## src/rtl/regfile8x8_ctrl_pkg.sv

```systemverilog
// regfile_ctrl_pkg
// Shared definitions for the regfile8x8 write-port controller:
//   - state_e      : sequencer states (clearing the file, then normal traffic)
//   - REQ_A/REQ_B  : encoding of the round-robin last-grant pointer
//   - CLR_DATA     : value written to every register during clearing
package regfile_ctrl_pkg;

  typedef enum logic [0:0] {
    S_CLEAR = 1'b0,
    S_RUN   = 1'b1
  } state_e;

  localparam logic REQ_A = 1'b0;
  localparam logic REQ_B = 1'b1;

  // Wide enough for any sensible data width; users slice [DW-1:0].
  localparam logic [63:0] CLR_DATA = '0;

endpackage

```

## src/rtl/regfile8x8_ctrl_rr_arb2.sv

```systemverilog
// rr_arb2
// Two-way round-robin arbiter, purely combinational. The caller owns the
// pointer register and loads ptr_nxt on the edge that issues the grant.
//   req[1:0]  in   request vector, bit 0 = A, bit 1 = B
//   ptr       in   last-granted requester (REQ_A / REQ_B)
//   gnt[1:0]  out  one-hot grant (or zero when nothing requests)
//   ptr_nxt   out  pointer value after this grant
import regfile_ctrl_pkg::*;

module rr_arb2 (
  input  logic [1:0] req,
  input  logic       ptr,
  output logic [1:0] gnt,
  output logic       ptr_nxt
);

  always_comb begin
    gnt     = 2'b00;
    ptr_nxt = ptr;
    if (req == 2'b11) begin
      // Tie: the requester that did not win last time goes first.
      gnt = (ptr == REQ_B) ? 2'b01 : 2'b10;
    end else begin
      gnt = req;
    end
    if (gnt[0]) begin
      ptr_nxt = REQ_A;
    end else if (gnt[1]) begin
      ptr_nxt = REQ_B;
    end
  end

endmodule

```

## src/rtl/regfile8x8_ctrl.sv

```systemverilog
// regfile8x8_ctrl
// Write-port arbiter and initialisation sequencer for the regfile8x8
// register file. After every reset it writes zero to all 2^AW registers,
// then shares the single write port between requesters A and B with a
// round-robin req/grant handshake. Each requester has its own read port.
//   clk, rst_n                      clock, async active-low reset
//   a_wreq/a_waddr/a_wdata/a_wgnt   requester A write handshake
//   b_wreq/b_waddr/b_wdata/b_wgnt   requester B write handshake
//   a_raddr/a_rdata                 A read port (regfile port 1)
//   b_raddr/b_rdata                 B read port (regfile port 2)
//   init_done                       high once clearing has finished
//   rf_we3/rf_wa3/rf_wd3            registered regfile write port
//   rf_ra1/rf_ra2, rf_rd1/rf_rd2    regfile read ports (pass-through)
import regfile_ctrl_pkg::*;

module regfile8x8_ctrl #(
  parameter int DW = 8,
  parameter int AW = 3
) (
  input  logic          clk,
  input  logic          rst_n,
  input  logic          a_wreq,
  input  logic [AW-1:0] a_waddr,
  input  logic [DW-1:0] a_wdata,
  output logic          a_wgnt,
  input  logic          b_wreq,
  input  logic [AW-1:0] b_waddr,
  input  logic [DW-1:0] b_wdata,
  output logic          b_wgnt,
  input  logic [AW-1:0] a_raddr,
  output logic [DW-1:0] a_rdata,
  input  logic [AW-1:0] b_raddr,
  output logic [DW-1:0] b_rdata,
  output logic          init_done,
  output logic          rf_we3,
  output logic [AW-1:0] rf_wa3,
  output logic [DW-1:0] rf_wd3,
  output logic [AW-1:0] rf_ra1,
  output logic [AW-1:0] rf_ra2,
  input  logic [DW-1:0] rf_rd1,
  input  logic [DW-1:0] rf_rd2
);

  localparam logic [AW:0] CNT_ONE = {{AW{1'b0}}, 1'b1};
  localparam logic [AW:0] CNT_END = {1'b1, {AW{1'b0}}};

  state_e      state;
  logic [AW:0] cnt;
  logic [AW:0] cnt_nxt;
  logic        ptr;
  logic        ptr_nxt;
  logic [1:0]  elig;
  logic [1:0]  gnt;

  // Read ports are straight wires; no write-to-read bypass.
  assign rf_ra1  = a_raddr;
  assign a_rdata = rf_rd1;
  assign rf_ra2  = b_raddr;
  assign b_rdata = rf_rd2;

  // A requester whose grant is showing this cycle is being consumed and
  // still holds its request, so it must not be granted a second time.
  assign elig    = {b_wreq & ~b_wgnt, a_wreq & ~a_wgnt};
  assign cnt_nxt = cnt + CNT_ONE;

  rr_arb2 u_arb (
    .req     (elig),
    .ptr     (ptr),
    .gnt     (gnt),
    .ptr_nxt (ptr_nxt)
  );

  always_ff @(posedge clk or negedge rst_n) begin
    if (!rst_n) begin
      state     <= S_CLEAR;
      cnt       <= '0;
      ptr       <= REQ_B;
      init_done <= 1'b0;
      a_wgnt    <= 1'b0;
      b_wgnt    <= 1'b0;
      rf_we3    <= 1'b0;
      rf_wa3    <= '0;
      rf_wd3    <= '0;
    end else begin
      case (state)
        S_CLEAR: begin
          // One clear write per edge; requests wait until S_RUN.
          rf_we3 <= 1'b1;
          rf_wa3 <= cnt[AW-1:0];
          rf_wd3 <= CLR_DATA[DW-1:0];
          a_wgnt <= 1'b0;
          b_wgnt <= 1'b0;
          cnt    <= cnt_nxt;
          // Leave as the last address is being presented, so the first
          // grant can be issued on the very next edge.
          if (cnt_nxt == CNT_END) begin
            state <= S_RUN;
          end
        end
        S_RUN: begin
          init_done <= 1'b1;
          a_wgnt    <= gnt[0];
          b_wgnt    <= gnt[1];
          rf_we3    <= |gnt;
          ptr       <= ptr_nxt;
          // Address/data hold when idle; only rf_we3 qualifies them.
          if (gnt[0]) begin
            rf_wa3 <= a_waddr;
            rf_wd3 <= a_wdata;
          end else if (gnt[1]) begin
            rf_wa3 <= b_waddr;
            rf_wd3 <= b_wdata;
          end
        end
        default: begin
          state <= S_CLEAR;
        end
      endcase
    end
  end

endmodule

```

## config.mk

```make
export PLATFORM = sky130hd
export DESIGN_NAME = regfile8x8_ctrl
export DESIGN_NICKNAME = d
export VERILOG_FILES = /design/src/rtl/regfile8x8_ctrl_pkg.sv /design/src/rtl/regfile8x8_ctrl_rr_arb2.sv /design/src/rtl/regfile8x8_ctrl.sv
export SDC_FILE = /design/constraint.sdc
export NUM_CORES = 1
export LEC_CHECK = 0
export BUFFER_PORTS_ARGS = -buffer_cell sky130_fd_sc_hd__buf_2
export CAP_MARGIN = 20
export CORE_ASPECT_RATIO = 0.5
export CORE_UTILIZATION = 45
export CTS_CLUSTER_DIAMETER = 50
export CTS_CLUSTER_SIZE = 40
export DETAILED_ROUTE_END_ITERATION = 10
export PLACE_DENSITY = 0.85
export SLEW_MARGIN = 20
export SYNTH_ARGS = -nofsm -noshare
export SYNTH_HDL_FRONTEND = slang
export SYNTH_SLANG_ARGS = --single-unit
```

## constraint.sdc

```tcl
create_clock -name clk -period 3.5 [get_ports clk]
set_input_delay 0.175 -clock clk [delete_from_list [all_inputs] [get_ports clk]]
set_output_delay 0.175 -clock clk [all_outputs]
set_load 0.02 [all_outputs]
```

==> flow_summary.toml <==
[yosys]
synth_area_mm2 = 0.00129
synthCells = 122
synth.most_common_cell = "buf_4"
synth-seq-cells = 21
avgSynthCellArea_um2 = 10.6
yosysUniqueCellTypes = 30
yosys-top-cells-count = "buf_4, dfrtp_1, nand4_1, inv_1"
netlist.area_leader.share = 0.389
synth-edff-count = 0
synthTopCellsByArea = "dfrtp_1, buf_4, nand4_1"
synth_flop_cell = "dfrtp_1"
yosys.area.top_type = "dfrtp_1"
syn_nets = 171
async_reset_ff_frac = 1.00
ys_warn_count = 0
ys_seq_area_frac = 0.409

[clock_network]
htree_num_levels = 1
cts_made_buffers = 3
path_clk_slew_ps = 70
cts_root_buf = "clkbuf_8"
clockBufferDepth = 2
cts_sinks = 21
cts-resized-gates = 0
cts_tree = "built"
clock_latency_ps = 260

[floorplanning]
die_h_um = 39.8
rows = 13
io_pins = 85
die_x_um = 77.6
start_util = 0.486
core_area_mm2 = 0.00265
dieArea_mm2 = 0.00309

[flow_run]
drv_cap = 0

[grt]
grt_pass1_vias = 921
grt_usage = 0.192
overflow = 0
antenna_found_initial = 0
grt_start_max_net_pins = 38
grt_pass1_wl_mm = 4.24

[place]
gp_congestion = 0.739
placed_cells = 168
port_buffers = 40
place_ws_ps = 1770

[sta]
rsz0062_at_grt = "no"
finalSetupViolations = 0
final_max_slew_viol_count = 0
hold_viol_final = 0
fin_ws_ps = 1690
tightest_slew_ps = 1060
skew_ps = 2.03
slew_headroom = 0.296
finalCriticalPeriod_ps = 1810
fmax_mhz = 553
fin_setup_tns_ps = 0
finalCritPeriodShare = 0.517

[power]
ir_drop_v = 0.000153
p_leak_nw = 0.610
p_per_area_mw_per_mm2 = 482

[worst_setup_path]
path_class = "register to register"
worstPathRequired_ps = 3670
startpoint = "state"
crit_slowest_cell = "dfrtp_1"
rr_startpoint = "state"
cp_max_fo = 37
startpoint_type = "register"
worstPathArrival_ps = 1980
crit_path_end_kind = "register"
critPathMaxStageDelay_ps = 1040
crit_chain = "nand3_2 > o221ai_1"

[status]
status = "complete, no violations"

[routing]
num_vias = 964
dr.pass1.iters = 4
wirelength_mm = 2.69
antenna_left = 0
route.detailed.drc = 0
wl_per_cell_um = 15.6
drt_iter0_drc = 51
vias_per_cell = 5.57

[final_layout]
num-fill-cells = 241
multi_input_area_um2 = 464
instances_no_fill = 173
nNetsFinal = 186
diodes = 0
drive_gt1_frac = 0.375
syn2layout_area_growth_pct = 3.11
seq_area_um2 = 527

[worst_hold_path]
min_from = "a_wdata[3]"
worst_hold_path_type = "input port to register"
-- layout by cell type (no fill, tap or decap) --
cell           instances
a21oi_1                1
a21oi_2                2
a31o_1                 1
a41oi_1                1
and2b_1                1
and2b_2                1
and3_4                 1
buf_2                 40
clkbuf_8               3
clkinv_2               1
dfrtp_1               20
dfstp_2                1
dlygate4sd3_1          1
ha_1                   1
inv_1                  9
mux2_1                 1
nand2_1                2
nand2b_1               4
nand3_1                1
nand3_2                1
nand4_1               15
nand4b_1               1
nor2b_1                1
o2111ai_1              3
o211ai_1               8
o221ai_1               8
or2_1                  1
or2b_1                 1
or3b_4                 1
xnor2_1                4
-- state kept, by name (all words and copies together) (netlist names) --
name,flops
rf_we3,1
rf_wd3,8
state,1
b_wgnt,1
init_done,1
a_wgnt,1
ptr,1
rf_wa3,3
cnt,4
-- metal layers --
metal	GRT usage	share of wire	up-vias
li1	-	-	448
met1	0.198	0.38	455
met2	0.352	0.50	38
met3	0.0605	0.082	23
met4	0.146	0.039	0
met5	0	0	-
-- metrics by stage --
| stage | total power [mW] | area, um^2 | utilization | hold WS [ps] |
|---|---|---|---|---|
| 3_5_place_dp | 0.487 | 1270 | 0.479 | 154 |
| 3_3_place_gp | 0.479 | 1270 | 0.479 | 153 |
| 2_1_floorplan | 0.464 | 1290 | - | -121 |
| 5_1_grt | 0.680 | 1330 | 0.501 | 190 |
| 6_report | 0.639 | 1330 | 0.501 | 157 |
| 4_1_cts | 0.644 | 1330 | 0.501 | 156 |
-- power breakdown --
| part | leakage, nW | total [mW] | internal (mW) | switching, mW |
|---|---|---|---|---|
| Sequential | 0.247 | 0.297 | 0.279 | 0.0188 |
| Combinational | 0.337 | 0.185 | 0.0690 | 0.116 |
| Clock | 0.0255 | 0.157 | 0.0794 | 0.0773 |
-- worst paths after layout --
kind                        endpoint  cells past startpoint  slack, ps
setup reg to reg           rf_wd3[1]                      2       1690
hold reg to reg            init_done                      1        460
min in group asynchronous     a_wgnt                      2        390
hold / removal             rf_wd3[3]                      3        160
setup / recovery           rf_wd3[1]                      2       1690
max in group asynchronous        ptr                      2       2770
-- area by class of cell --
| type | instances | share of cell area |
|---|---|---|
| clock buffers | 3 | 0.0311 |
| clock inverters | 1 | 0.00377 |
| inverters | 9 | 0.0254 |
| multi-input cells | 61 | 0.350 |
| flip-flops and latches | 21 | 0.397 |
| well taps | 37 | 0.0349 |
| repair buffers | 41 | 0.158 |
-- critical path, delay by kind of cell (launching register included) --
family | cells | cell delay, ps
AO/OA/AOI/OAI | 1 | 310
AND/OR/NAND/NOR | 1 | 360
flip-flops | 1 | 1040
-- repair_timing --
action	4_1_cts	5_1_grt
setup buffers	0	0
hold buffers	1	0
hold endpoints to repair	20	0
-- cells by family (layout without fill, tap and decap cells) --
family | Yosys count | after routing | synth area share
AOI/OAI and AO/OA | 24 | 24 | 0.153
and+or+nand+nor | 31 | 31 | 0.162
muxes | 1 | 1 | 0.00875
DFF | 21 | 21 | 0.409
xor gates and xnor gates | 4 | 4 | 0.0272
adders and majority gates | 1 | 1 | 0.00972
buffers and inverters | 40 | 54 | 0.230
No activity file was read; power rests on OpenSTA's default activity.
